===== config.mk =====
export PLATFORM = sky130hd
export DESIGN_NAME = rv32e_mem_arbiter
export DESIGN_NICKNAME = d
export VERILOG_FILES = /design/src/rtl/rv32e_mem_arbiter.sv
export SDC_FILE = /design/constraint.sdc
export NUM_CORES = 1
export LEC_CHECK = 0
export ABC_AREA = 1
export CAP_MARGIN = 40
export CORE_ASPECT_RATIO = 0.7
export CORE_MARGIN = 2
export CORE_UTILIZATION = 47
export CTS_BUF_LIST = sky130_fd_sc_hd__clkbuf_2
export CTS_CLUSTER_SIZE = 20
export DETAILED_ROUTE_END_ITERATION = 6
export PLACE_DENSITY_LB_ADDON = 0.12
export REMOVE_ABC_BUFFERS = 1
export SYNTH_ARGS = -nofsm -noshare
export SYNTH_HDL_FRONTEND = slang
export SYNTH_SLANG_ARGS = --single-unit

===== constraint.sdc =====
create_clock -name clk -period 3.5 [get_ports clk]
set_clock_uncertainty 0.1 [all_clocks]
set_input_delay 0.525 -clock clk [delete_from_list [all_inputs] [get_ports clk]]
set_output_delay 0.525 -clock clk [all_outputs]
set_load 0.01 [all_outputs]

===== src/rtl/rv32e_mem_arbiter.sv =====
// rv32e_mem_arbiter
//   Shares one single-port memory between the CPU fetch port (i_*) and the
//   data port (d_*). Each request is latched into registered mem_* outputs,
//   held until mem_ack (or a timeout), and completed with a one-cycle ready
//   pulse carrying the captured read data. dmem has fixed priority over imem.
//
// Parameters
//   TIMEOUT_CYCLES  grant cycles without mem_ack before aborting (1..65535)
//   STARVE_LIMIT    consecutive dmem grants allowed while imem waits
//                   (used only when MEM_ARB_STARVE_GUARD_EN is defined)
//
// Build option
//   MEM_ARB_STARVE_GUARD_EN  grant imem after STARVE_LIMIT back-to-back dmem
//                            grants taken while i_req was pending
//
// Ports
//   clk, reset            rising-edge clock, asynchronous active-low reset
//   i_req/i_addr          fetch request (held until i_ready)
//   i_rdata/i_ready       fetched word / one-cycle completion pulse
//   d_req/d_we/d_addr/d_wdata/d_be  data request (held until d_ready)
//   d_rdata/d_ready       load data (0 for stores) / completion pulse
//   mem_req/mem_we/mem_addr/mem_wdata/mem_be  registered memory request
//   mem_rdata/mem_ack     memory read data / one-cycle completion
//   err                   pulses with ready when the transaction timed out
//   busy                  high whenever the FSM is not IDLE
module rv32e_mem_arbiter #(
  parameter int unsigned TIMEOUT_CYCLES = 255,
  parameter int unsigned STARVE_LIMIT   = 4
) (
  input  logic        clk,
  input  logic        reset,
  input  logic        i_req,
  input  logic [31:0] i_addr,
  output logic [31:0] i_rdata,
  output logic        i_ready,
  input  logic        d_req,
  input  logic        d_we,
  input  logic [31:0] d_addr,
  input  logic [31:0] d_wdata,
  input  logic [3:0]  d_be,
  output logic [31:0] d_rdata,
  output logic        d_ready,
  output logic        mem_req,
  output logic        mem_we,
  output logic [31:0] mem_addr,
  output logic [31:0] mem_wdata,
  output logic [3:0]  mem_be,
  input  logic [31:0] mem_rdata,
  input  logic        mem_ack,
  output logic        err,
  output logic        busy
);

  typedef enum logic [1:0] {
    IDLE    = 2'd0,
    GRANT_D = 2'd1,
    GRANT_I = 2'd2,
    DONE    = 2'd3
  } state_t;

  // Timeout fires on the grant cycle where the count of earlier ack-less
  // cycles is TIMEOUT_CYCLES-1, so mem_req is high exactly TIMEOUT_CYCLES cycles.
  localparam logic [15:0] TLAST = 16'(TIMEOUT_CYCLES - 1);

  state_t      state_q, state_d;
  logic [15:0] tcount_q;
  logic [31:0] rdata_q;
  logic        i_ready_q, d_ready_q, err_q;
  logic        grant_d, grant_i, ack_done, time_done;
  logic        starve_hit;

`ifdef MEM_ARB_STARVE_GUARD_EN
  localparam int unsigned SW = ($clog2(STARVE_LIMIT + 1) > 4) ? $clog2(STARVE_LIMIT + 1) : 4;
  logic [SW-1:0] starve_q;

  assign starve_hit = (starve_q == SW'(STARVE_LIMIT));

  // Counts dmem grants won while imem was also waiting.
  always_ff @(posedge clk or negedge reset) begin
    if (!reset) begin
      starve_q <= '0;
    end else if (state_q == IDLE) begin
      if (grant_i || !i_req) begin
        starve_q <= '0;
      end else if (grant_d) begin
        starve_q <= starve_q + SW'(1);
      end
    end
  end
`else
  assign starve_hit = 1'b0 && (STARVE_LIMIT != 0);
`endif

  always_ff @(posedge clk or negedge reset) begin
    if (!reset) begin
      state_q <= IDLE;
    end else begin
      state_q <= state_d;
    end
  end

  always_comb begin
    state_d   = state_q;
    grant_d   = 1'b0;
    grant_i   = 1'b0;
    ack_done  = 1'b0;
    time_done = 1'b0;
    unique case (state_q)
      IDLE: begin
        if (d_req && !(i_req && starve_hit)) begin
          grant_d = 1'b1;
          state_d = GRANT_D;
        end else if (i_req) begin
          grant_i = 1'b1;
          state_d = GRANT_I;
        end
      end
      GRANT_D, GRANT_I: begin
        if (mem_ack) begin
          ack_done = 1'b1;
          state_d  = DONE;
        end else if (tcount_q == TLAST) begin
          time_done = 1'b1;
          state_d   = DONE;
        end
      end
      DONE:    state_d = IDLE;
      default: state_d = IDLE;
    endcase
  end

  always_ff @(posedge clk or negedge reset) begin
    if (!reset) begin
      mem_req   <= 1'b0;
      mem_we    <= 1'b0;
      mem_addr  <= '0;
      mem_wdata <= '0;
      mem_be    <= '0;
      tcount_q  <= '0;
      rdata_q   <= '0;
      i_ready_q <= 1'b0;
      d_ready_q <= 1'b0;
      err_q     <= 1'b0;
    end else begin
      i_ready_q <= 1'b0;
      d_ready_q <= 1'b0;
      err_q     <= 1'b0;

      if (grant_d) begin
        mem_req   <= 1'b1;
        mem_we    <= d_we;
        mem_addr  <= d_addr;
        mem_wdata <= d_wdata;
        mem_be    <= d_be;
        tcount_q  <= '0;
      end

      if (grant_i) begin
        mem_req   <= 1'b1;
        mem_we    <= 1'b0;
        mem_addr  <= i_addr;
        mem_wdata <= '0;
        mem_be    <= '1;
        tcount_q  <= '0;
      end

      if ((state_q == GRANT_D || state_q == GRANT_I) && !ack_done && !time_done) begin
        tcount_q <= tcount_q + 16'd1;
      end

      if (ack_done) begin
        mem_req   <= 1'b0;
        rdata_q   <= mem_we ? '0 : mem_rdata;
        i_ready_q <= (state_q == GRANT_I);
        d_ready_q <= (state_q == GRANT_D);
      end

      if (time_done) begin
        mem_req   <= 1'b0;
        rdata_q   <= '0;
        i_ready_q <= (state_q == GRANT_I);
        d_ready_q <= (state_q == GRANT_D);
        err_q     <= 1'b1;
      end
    end
  end

  assign i_ready = i_ready_q;
  assign d_ready = d_ready_q;
  assign i_rdata = i_ready_q ? rdata_q : '0;
  assign d_rdata = d_ready_q ? rdata_q : '0;
  assign err     = err_q;
  assign busy    = (state_q != IDLE);

endmodule


======== Yosys cells after proc, flatten, opt, wreduce, memory -nomap -nowiden ========
Index checks and enable logic that the tools add are counted.
operators by class
  eq/ne operators ......................... 6
  reductions and logical operators ........ 13
  multiplexer cells ....................... 40
  $add $sub $neg .......................... 1
operators with widths
  operator                                         number
  2-to-1 mux 32 bit                                9
  2-to-1 mux 16 bit                                3
  2-to-1 mux 1 bit                                 21
  adder 16 x 1 -> 16 bit (second input constant)   1
  == test 16 x 8 -> 1 bit (second input constant)  1
  2-to-1 mux 2 bit                                 4
  2-to-1 mux 4 bit                                 2
  != test 3 bit (second input constant)            2
  case mux 2 bit (3 select lines)                  1
  nonzero test 2 bit                               3
  == test 2 bit (second input constant)            2
  nonzero test 4 bit                               1
  nonzero test 3 bit                               1
  == test 2 x 1 -> 1 bit (second input constant)   1
  logical AND 1 bit                                2
  zero test 1 bit                                  2
  zero test 2 bit                                  1
  AND reduction 2 bit                              1
  OR reduction 2 bit                               1
  logical OR 1 bit                                 1
word-level totals
  flip-flop bits (word level) ............. 123
  bits of input ports ..................... 138
  output and inout port bits .............. 138

======== Longest topological paths before layout ========
Gate-level depths: netlist of the first run.
  word-level depth ........................ 7
  depth in mapped cells ................... 10
  mapped depth without buffers ............ 9

======== Worst setup path before layout of the first run ========
Ideal clock, no wire load.
  path type ............................... flip-flop to output port
  start ................................... reg state_q[0]
  end ..................................... out busy
  required time ........................... 2.875 ns
  slack ................................... 1.729 ns
  stages on the path, launching flop included .. 6
  arrival time ............................ 1.146 ns
  cells stage by stage .................... dfrtp_1 -> inv_1 -> ha_1 -> buf_4 -> clkbuf_1 -> inv_1
between the ends
  cells in the longest elaborated chain, start to end .. 1
RTL lines
  element                 RTL line  source
  start, declared         65        state_t state_q, state_d;
  start signal, assigned  98        state_q <= state_d;
  nonzero test 2 bit      193       assign busy = (state_q != IDLE);
  end, declared           51        output logic busy
Every way passes these cells.

======== Worst setup path in the final report of the first run ========
Same ends and word-level chain as after synthesis.

==> reports/qor.txt, run 1 <==
die area: 0.0142 mm^2
Routed WL: 18.6 mm
final setup violation count: 0
sequential share of power: 0.360
Slew Viols, Final: 0
initial antenna violation count: 0
Max Cap Violations: 0
I/O pins: 276
GRT met3 Usage: 0.0701
outcome: complete, no violations
asr flop ratio synth: 1.00
NumNets Final: 1157
Hold WC Path Type: primary input to register
PostCTS Resize Cnt: 0
Avg Cell Area, Syn: 8.23 um^2
DRT antenna net count: 0
Max IR drop VDD: 0.461 mV
Final Hold Viols: 0
port bufs: 275
area leader, netlist: dfrtp_1
CTS root buf: clkbuf_2
DRC: 0
global-route wire length before repair: 29.9 mm
ANT cells: 0
crit path DAT: 2.40 ns
clock network fraction of total power: 0.170
R2R Path Start: state_q[0]
Layout area overhead: 50.4%
fin crit period: 3.02 ns
vias in the first global route: 5604
Yosys reg bits: 123
RSZ-0062 raised after global routing: false
Worst-path clk slew: 0.22 ns
Starting Density: 0.477
Hold Path Sink: mem_wdata[25]
HPWL after DPL: 13.2 mm
Distinct cells, synth: 29
Die H: 100 um
Remaining Overflow, GRT: 0
final core utilization: 0.718
total CTS buffers: 17
Core Rows: 35
Worst EP required: 2.87 ns
first drt pass iteration count: 5
Post-synth EDFFs: 0
routed vias/inst: 5.07
share of the synthesized area in the top cell type: 0.496
met2 GRT Util: 0.429
CP cell instances: inv_1, ha_1, buf_4, inv_1, clkdlybuf4s50_1
critical path class: register to output pin
FF-to-FF path depth: 8
worst-path fanout max: 35
Min-Delay Path Depth: 2
Synth warnings: 0
flop2flop setup slack: 1.14 ns
H-Tree Depth: 4
Slew @ Worst Pin: 0.639 ns
fill count: 1082
die width: 141 um
Tcrit/Tclk final: 0.863
Most used DFF post-synth: dfrtp_1
r2r endpoint: mem_addr[6]
Startpoint Class: register
sw power: 2.51 mW
Crit path top cell by count: inv_1
Achievable Freq: 0.331 GHz
Int Power: 4.04 mW
core area: 0.0130 mm^2
LEAKAGE: 4.56 nW
Clock Sinks: 123
worst skew pair latency: 0.65 ns
PwrDens: 701 mW/mm^2
share of the yosys chip area belonging to registers: 0.496
hold_sp: d_req
slowest stage delay, CP: 0.48 ns
largest net degree at the start of global routing: 56
Longest Clk Path Bufs: 2
Switching Share: 0.383
Post-Syn Area: 0.00621 mm^2
layout cells sized above 1: 0.0712
Worst path slowest cell: clkdlybuf4s50_1
Via Count: 6041
GR peak layer: met2
routability cong.: 0.900
Syn Inst Count: 754
DR WL/cell: 15.6 um
Comb pwr share: 0.470
Setup crit end kind: output pin
Total Routing Usage GR: 0.267
Slew headroom: 0.574
Setup TNS Final: 0 ns
CTS tree: built
GRT met1 Usage: 0.363
DRT iter0 DRCs: 415
largest cells by area after synthesis: dfrtp_1 (50%), nand2_1 (10%), inv_1 (7.1%)
worst max-delay path by stage:
stage | from | to | cells past startpoint
3_5_place_dp | i_req | mem_addr[25] | 7
6_report | state_q[0] | busy | 5
5_1_grt | state_q[0] | busy | 5
2_1_floorplan | state_q[0] | mem_wdata[0] | 6
4_1_cts | state_q[0] | busy | 5
3_3_place_gp | i_req | mem_addr[0] | 7
critical path: cells and delay by family (launching register included):
| kind | cells | cell delay [ns] |
|---|---|---|
| adder cells (fa/ha/maj) | 1 | 0.29 |
| flip-flops | 1 | 0.43 |
| buffers and inverters | 4 | 1.04 |
power by group through the flow:
stage	Sequential, mW	Clock (mW)	Combinational [mW]
after floorplan	2.56	0	1.23
after global placement	2.37	0	3.04
after detailed placement	2.39	0	3.08
after CTS	2.36	1.14	3.10
after global routing	2.43	1.20	3.38
final	2.36	1.12	3.07
cells in the mapped netlist (3+ instances only):
cell and count:
inv_1 118, nand2_2 6, nand2_4 3, xor2_1 3, nor2_1 23, o21ai_0 49, buf_2 10, nor2_2 3
buf_6 4, a32o_1 32, dfrtp_1 123, clkbuf_1 28, o22ai_1 4, inv_2 5, buf_4 3, ha_1 6
nor2_4 5, nand4_1 5, nand3_1 62, nor3_1 32, nand2_1 165, nand3_2 5, o21ai_1 52
timing repair:
action / 4_1_cts / 5_1_grt
buffers inserted: 0 / 0
endpoints found under the hold margin: 45 / 0
hold buffers: 1 / 0
layout by cell type, fill, tap and decap left out, drive strengths merged:
cell type and n:
a32o 32, clkdlybuf4s50 273, or2 1, inv 126, a21boi 2, nand2 174
dlygate4sd3 1, nand3 68, nor3 32, xor2 3, o22ai 4, o21ai 101
clkbuf 17, buf 13, ha 6, xnor2 2, clkinvlp 1, nand4 5
bufinv 5, clkinv 6, dfrtp 123, nor2 31
logic make-up (layout without fill, tap and decap cells):
family,Yosys count,count (layout),synth area share
simple gates,311,311,0.230
buf+inv,170,442,0.114
compound gates,139,139,0.141
flops,123,123,0.496
fa+ha+maj,6,6,0.0121
xor+xnor,5,5,0.00706
sequential cells by signal, indices dropped and copies added (netlist names):
signal / count
mem_req: 1
i_ready: 1
err: 1
rdata_q: 32
tcount_q: 16
mem_wdata: 32
mem_we: 1
state_q: 2
mem_addr: 32
mem_be: 4
d_ready: 1
per-stage QoR:
step                      std cells  hold WS (ns)  worst slack (ns)  total power, mW  area (um^2)
final                          1192         0.257             0.479             6.55         9330
after global routing           1192         0.173             0.307             7.01         9330
after CTS                      1192         0.206             0.406             6.59         9330
after detailed placement       1159         0.373             0.897             5.47         9020
after global placement         1159         0.367             0.910             5.41         9020
after floorplan                 707         0.129             0.490             3.79         5960
cell type report:
type | count | area [um^2] | area share
inverters | 123 | 462 | 0.0495
clock buffers | 17 | 85.1 | 0.00912
clock inverters | 15 | 219 | 0.0235
repair buffers | 287 | 2860 | 0.307
flip-flops and latches | 123 | 3080 | 0.330
well taps | 166 | 208 | 0.0223
multi-input cells | 461 | 2420 | 0.259
metal layers:
metal	vias to the layer above	part of all wire	wire length, um
met2	212	0.46	8660
met5	-	0	0
met4	0	0.018	344
li1	2963	-	-
met3	28	0.072	1330
met1	2838	0.45	8310
Note: power is estimated with default switching activity, not from simulation.
==> run 2, diff against run 1 <==
CORE_UTILIZATION = 44   (was 47)
GPL_ROUTABILITY_DRIVEN = 0   (was not set)
SLEW_MARGIN = 30   (was not set)
clock period = 3.1 ns   (was 3.5 ns; I/O delays follow)
==> run 2 against run 1 <==
Net effect: final cell count grew 2.3%; sequential power rose by 13%; combinational power up 15%; utilization down 4.5 points; critical path depth decreased by 1; die area up 6.6%; worst hold slack got worse by 0.064 ns.
==> reports/qor.txt, run 2 (synthesis results as in run 1) <==
Startpoint Class: register
r2r endpoint: mem_wdata[16]
Slew @ Worst Pin: 0.728 ns (+0.0887 ns)
DRC: 0 (unchanged)
CTS root buf: clkbuf_2
Die H: 103 um (+3.2%)
total CTS buffers: 17 (unchanged)
Slew Viols, Final: 0 (unchanged)
LEAKAGE: 4.54 nW (-0.63%)
worst-path fanout max: 27 (-23%)
H-Tree Depth: 4 (unchanged)
DR WL/cell: 15.3 um (-2.4%)
Slew headroom: 0.515 (-0.0592)
worst setup path startpoint: d_ready
Non-Filler Instances: 1219 (+2.3%)
Core Rows: 36 (+2.9%)
Total Routing Usage GR: 0.246 (-0.0209)
port bufs: 275 (unchanged)
final setup violation count: 0 (unchanged)
Starting Density: 0.449 (-0.0284)
Layout area overhead: 50.0%
Longest Clk Path Bufs: 2 (unchanged)
initial antenna violation count: 0 (unchanged)
Remaining Overflow, GRT: 0 (unchanged)
fin crit period: 2.82 ns
Hold WC Path Type: primary input to register
Setup TNS Final: 0 ns (unchanged)
I/O pins: 276 (unchanged)
critical path class: register to output pin
ANT cells: 0 (unchanged)
routed vias/inst: 4.90 (-3.2%)
end of the critical path: d_rdata[20]
die width: 146 um (+3.3%)
FF-to-FF path depth: 7 (-1)
Largest regs: mem_addr (32), mem_wdata (32), rdata_q (32)
Final Hold Viols: 0 (unchanged)
most common cell after layout, fill and taps aside: clkdlybuf4s50_1
largest net degree at the start of global routing: 124 (+120%)
flop2flop setup slack: 0.96 ns (-0.18 ns)
Via Count: 5979 (-1.0%)
Max IR drop VDD: 0.440 mV (-4.6%)
Achievable Freq: 0.355 GHz
Clock Sinks: 123 (unchanged)
NumNets Final: 1160 (+0.26%)
RSZ-0062 raised after global routing: false
global-route wire length before repair: 29.2 mm (-2.4%)
Worst-path clk slew: 0.21 ns (about the same)
dpl cells: 1186 (+2.3%)
worst skew pair latency: 0.67 ns (+0.02 ns)
vias in the first global route: 5603 (-0.018%)
Routed WL: 18.6 mm (-0.23%)
PwrDens: 772 mW/mm^2 (+10%)
Setup crit end kind: output pin
Tcrit/Tclk final: 0.908
outcome: complete, no violations
DRT antenna net count: 0 (unchanged)
CTS tree: built
Worst EP required: 2.53 ns (-0.34 ns)
layout cells sized above 1: 0.0748 (+0.00368)
core area: 0.0138 mm^2 (+6.3%)
DRT iter0 DRCs: 413 (-0.48%)
commonest non-fill, non-tap cells in the layout: clkdlybuf4s50_1 (273), nand2_1 (165), dfrtp_1 (123), inv_1 (118), nand3_1 (62)
final core utilization: 0.673 (-0.0447)
hold_sp: d_req
R2R Path Start: state_q[0]
fill count: 1212 (+12%)
die area: 0.0151 mm^2 (+6.6%)
HPWL after DPL: 13.4 mm (+2.1%)
crit path DAT: 2.25 ns (-0.15 ns)
first drt pass iteration count: 5 (unchanged)
Max Cap Violations: 0 (unchanged)
[run 2: worst max-delay path: stages (launching register included)]
cell and delay, ns:
dfrtp_1 0.52, buf_4 0.34, nand2_1 0.10, inv_1 0.07
clkdlybuf4s50_1 0.54
[run 2: cell type report]
cell class	instances	area (um^2)	area share
multi-input cells	461	2420	0.260
flip-flops and latches	123	3080	0.331
clock inverters	15	139	0.0149
inverters	123	462	0.0496
well taps	190	238	0.0255
repair buffers	290	2890	0.310
clock buffers	17	85.1	0.00914
[run 2: repair_timing]
action,CTS,global route
hold buffers,1,0
gates resized for setup,0,0
hold endpoints to repair,123,0
buffers inserted,0,0
[run 2: metrics by stage]
step | cell area [um^2] | total power [mW] | hold WS, ns | setup WS (ns)
2_1_floorplan | 5960 | 4.28 | 0.0694 | 0.0900
4_1_cts | 9310 | 7.23 | 0.159 | 0.242
3_5_place_dp | 9070 | 6.26 | 0.375 | 0.869
6_report | 9310 | 7.18 | 0.193 | 0.284
3_3_place_gp | 9070 | 6.19 | 0.368 | 0.905
5_1_grt | 9310 | 7.72 | 0.102 | 0.0992
[run 2: how the worst min path moves through the flow]
stage | end | cells past startpoint
floorplan | d_ready | 0
CTS | mem_addr[25] | 3
global placement | mem_addr[0] | 2
finish | mem_addr[25] | 3
detailed placement | mem_addr[3] | 2
global route | rdata_q[30] | 3
[run 2: power by group]
group / total (mW) / internal (mW) / switching (mW)
Clock: 0.983 / 0.303 / 0.680
Sequential: 2.67 / 2.25 / 0.418
Combinational: 3.52 / 1.72 / 1.80
Total: 7.18 / 4.28 / 2.90
[run 2: layer usage]
layer / wire (um) / global-route usage / up-vias
li1: - / - / 2969
met1: 7930 / 0.317 / 2793
met2: 8870 / 0.398 / 190
met3: 1440 / 0.0934 / 27
met4: 363 / 0.0633 / 0
met5: 0 / 0 / -
==> run 3, diff against run 2 <==
CAP_MARGIN = 10   (was 40)
GPL_TIMING_DRIVEN = 0   (was not set)
PLACE_DENSITY = 0.92   (was not set)
PLACE_DENSITY_LB_ADDON = not set   (was 0.12)
==> run 3 against run 2 <==
Net effect: worst setup slack got worse by 0.060 ns; final area decreased by 0.28%; sequential share of layout area increased by 0.12 points; clock power about the same; largest cell class unchanged.
==> reports/qor.txt, run 3 (synthesis results as in run 1) <==
DRT antenna net count: 0 (unchanged)
Worst-path clk slew: 0.21 ns (about the same)
Largest regs: mem_addr (32), mem_wdata (32), rdata_q (32)
worst skew pair latency: 0.69 ns (+0.02 ns)
outcome: complete, no violations
Max IR drop VDD: 0.497 mV (+13%)
Die H: 103 um (unchanged)
Clock Sinks: 123 (unchanged)
initial antenna violation count: 0 (unchanged)
DRC: 0 (unchanged)
sequential standard cell area: 0.00308 mm^2 (about the same)
DR WL/cell: 16.8 um (+9.9%)
Routed WL: 20.3 mm (+8.9%)
Final Total Pwr: 7.29 mW (+1.5%)
Tcrit/Tclk final: 0.928 (+0.0194)
LEAKAGE: 4.49 nW (-0.98%)
R2R Path Start: state_q[0]
Comb pwr share: 0.484 (-0.007)
port bufs: 275 (unchanged)
Slew @ Worst Pin: 0.751 ns (+0.0239 ns)
fin crit period: 2.88 ns (+0.0602 ns)
worst-path fanout max: 80 (+200%)
r2r endpoint: mem_addr[31]
Setup WS post-layout: 0.224 ns (-0.0602 ns)
largest net degree at the start of global routing: 81 (-35%)
Final Hold Viols: 0 (unchanged)
most common cell after layout, fill and taps aside: clkdlybuf4s50_1
I/O pins: 276 (unchanged)
fill count: 1030 (-15%)
pre-CTS WS: -0.0588 ns (-0.928 ns)
Setup Buffers After CTS: 0 (unchanged)
clock network fraction of total power: 0.135 (-0.002)
Setup crit end kind: register
HPWL after DPL: 14.5 mm (+7.7%)
Longest Clk Path Bufs: 2 (unchanged)
Total Routing Usage GR: 0.271 (+0.0249)
crit path DAT: 3.37 ns (+1.12 ns)
ANT cells: 0 (unchanged)
Post-DP Area: 0.00904 mm^2 (-0.39%)
CTS tree: built
Switching Share: 0.419 (+0.0142)
sequential share of power: 0.381 (+0.009)
PwrDens: 785 mW/mm^2 (+1.8%)
Max Cap Violations: 0 (unchanged)
first drt pass iteration count: 5 (unchanged)
Remaining Overflow, GRT: 0 (unchanged)
CTS root buf: clkbuf_2
total CTS buffers: 17 (unchanged)
final setup violation count: 0 (unchanged)
layout cells sized above 1: 0.0697 (-0.00509)
sw power: 3.05 mW (+5.1%)
Worst EP required: 3.60 ns (+1.07 ns)
Setup TNS Final: 0 ns (unchanged)
Slew headroom: 0.497 (-0.0177)
Via Count: 6319 (+5.7%)
Int Power: 4.24 mW (-0.91%)
global-route wire length before repair: 31.7 mm (+8.5%)
Core Rows: 36 (unchanged)
die area: 0.0151 mm^2 (unchanged)
core area: 0.0138 mm^2 (unchanged)
H-Tree Depth: 4 (unchanged)
Starting Density: 0.449 (unchanged)
final core utilization: 0.671 (-0.00190)
critical path class: register to register
commonest non-fill, non-tap cells in the layout: clkdlybuf4s50_1 (273), nand2_1 (164), dfrtp_1 (121), inv_1 (118), nand3_1 (61)
multi-input logic area: 0.00243 mm^2 (+0.62%)
Achievable Freq: 0.348 GHz (-2.1%)
FF-to-FF path depth: 7 (unchanged)
Layout area overhead: 49.5%
vias in the first global route: 6076 (+8.4%)
DRT iter0 DRCs: 406 (-1.7%)
die width: 146 um (unchanged)
Post-Layout Inst Area: 0.00928 mm^2 (-0.28%)
NumNets Final: 1149 (-0.95%)
Hold WC Path Type: primary input to asynchronous set/reset pin
RSZ-0062 raised after global routing: false
Startpoint Class: register
routed vias/inst: 5.23 (+6.6%)
Slew Viols, Final: 0 (unchanged)
flop2flop setup slack: 0.22 ns (-0.74 ns)
[run 3: power by group through the flow]
stage / sequential (mW) / clock (mW) / combinational [mW]
6_report: 2.78 / 0.984 / 3.52
4_1_cts: 2.76 / 1.01 / 3.52
3_3_place_gp: 2.76 / 0 / 3.33
3_5_place_dp: 2.80 / 0 / 3.49
2_1_floorplan: 2.88 / 0 / 1.39
5_1_grt: 2.86 / 1.09 / 3.81
[run 3: worst max path at each step]
stage | start | slack [ns] | end | cells past startpoint
6_report | state_q[0] | 0.22 | mem_addr[31] | 7
5_1_grt | state_q[0] | 0.07 | mem_addr[16] | 7
4_1_cts | state_q[0] | 0.06 | mem_addr[7] | 7
3_5_place_dp | i_req | -0.06 | mem_addr[9] | 6
3_3_place_gp | reset | -3.39 | rdata_q[12] | 1
2_1_floorplan | state_q[0] | 0.09 | mem_wdata[0] | 6
[run 3: repair_timing]
action                                  in CTS  in global routing
hold buffers                                 1                  0
gates cloned                                 0                  0
endpoints found under the hold margin      123                  0
gates resized for setup                      2                  2
endpoints found under the setup margin      50                 78
[run 3: area by class of cell]
type                    instances  area share
repair buffers                279       0.305
inverters                     123      0.0506
flip-flops and latches        123       0.332
multi-input cells             461       0.262
clock inverters                15      0.0151
clock buffers                  17     0.00917
well taps                     190      0.0256
[run 3: routing by layer]
metal	GRT usage	part of all wire	wire length [um]
met5	0	0	0
met3	0.0794	0.092	1860
met1	0.305	0.37	7590
met2	0.491	0.50	10200
met4	0.118	0.030	601
[run 3: per-stage QoR]
| stage | hold WS [ns] | cells |
|---|---|---|
| final | 0.104 | 1208 |
| after global routing | 0.0289 | 1208 |
| after CTS | 0.0623 | 1208 |
| after detailed placement | 0.274 | 1175 |
| after global placement | 0.368 | 1172 |
| after floorplan | 0.0694 | 707 |
[run 3: critical path: stages, from the launching register on]
cell	delay [ns]
dfrtp_1	0.44
inv_1	0.10
ha_2	0.27
nand2_4	0.36
nand2_2	0.56
inv_8	0.57
nand2_1	0.12
o21ai_0	0.16
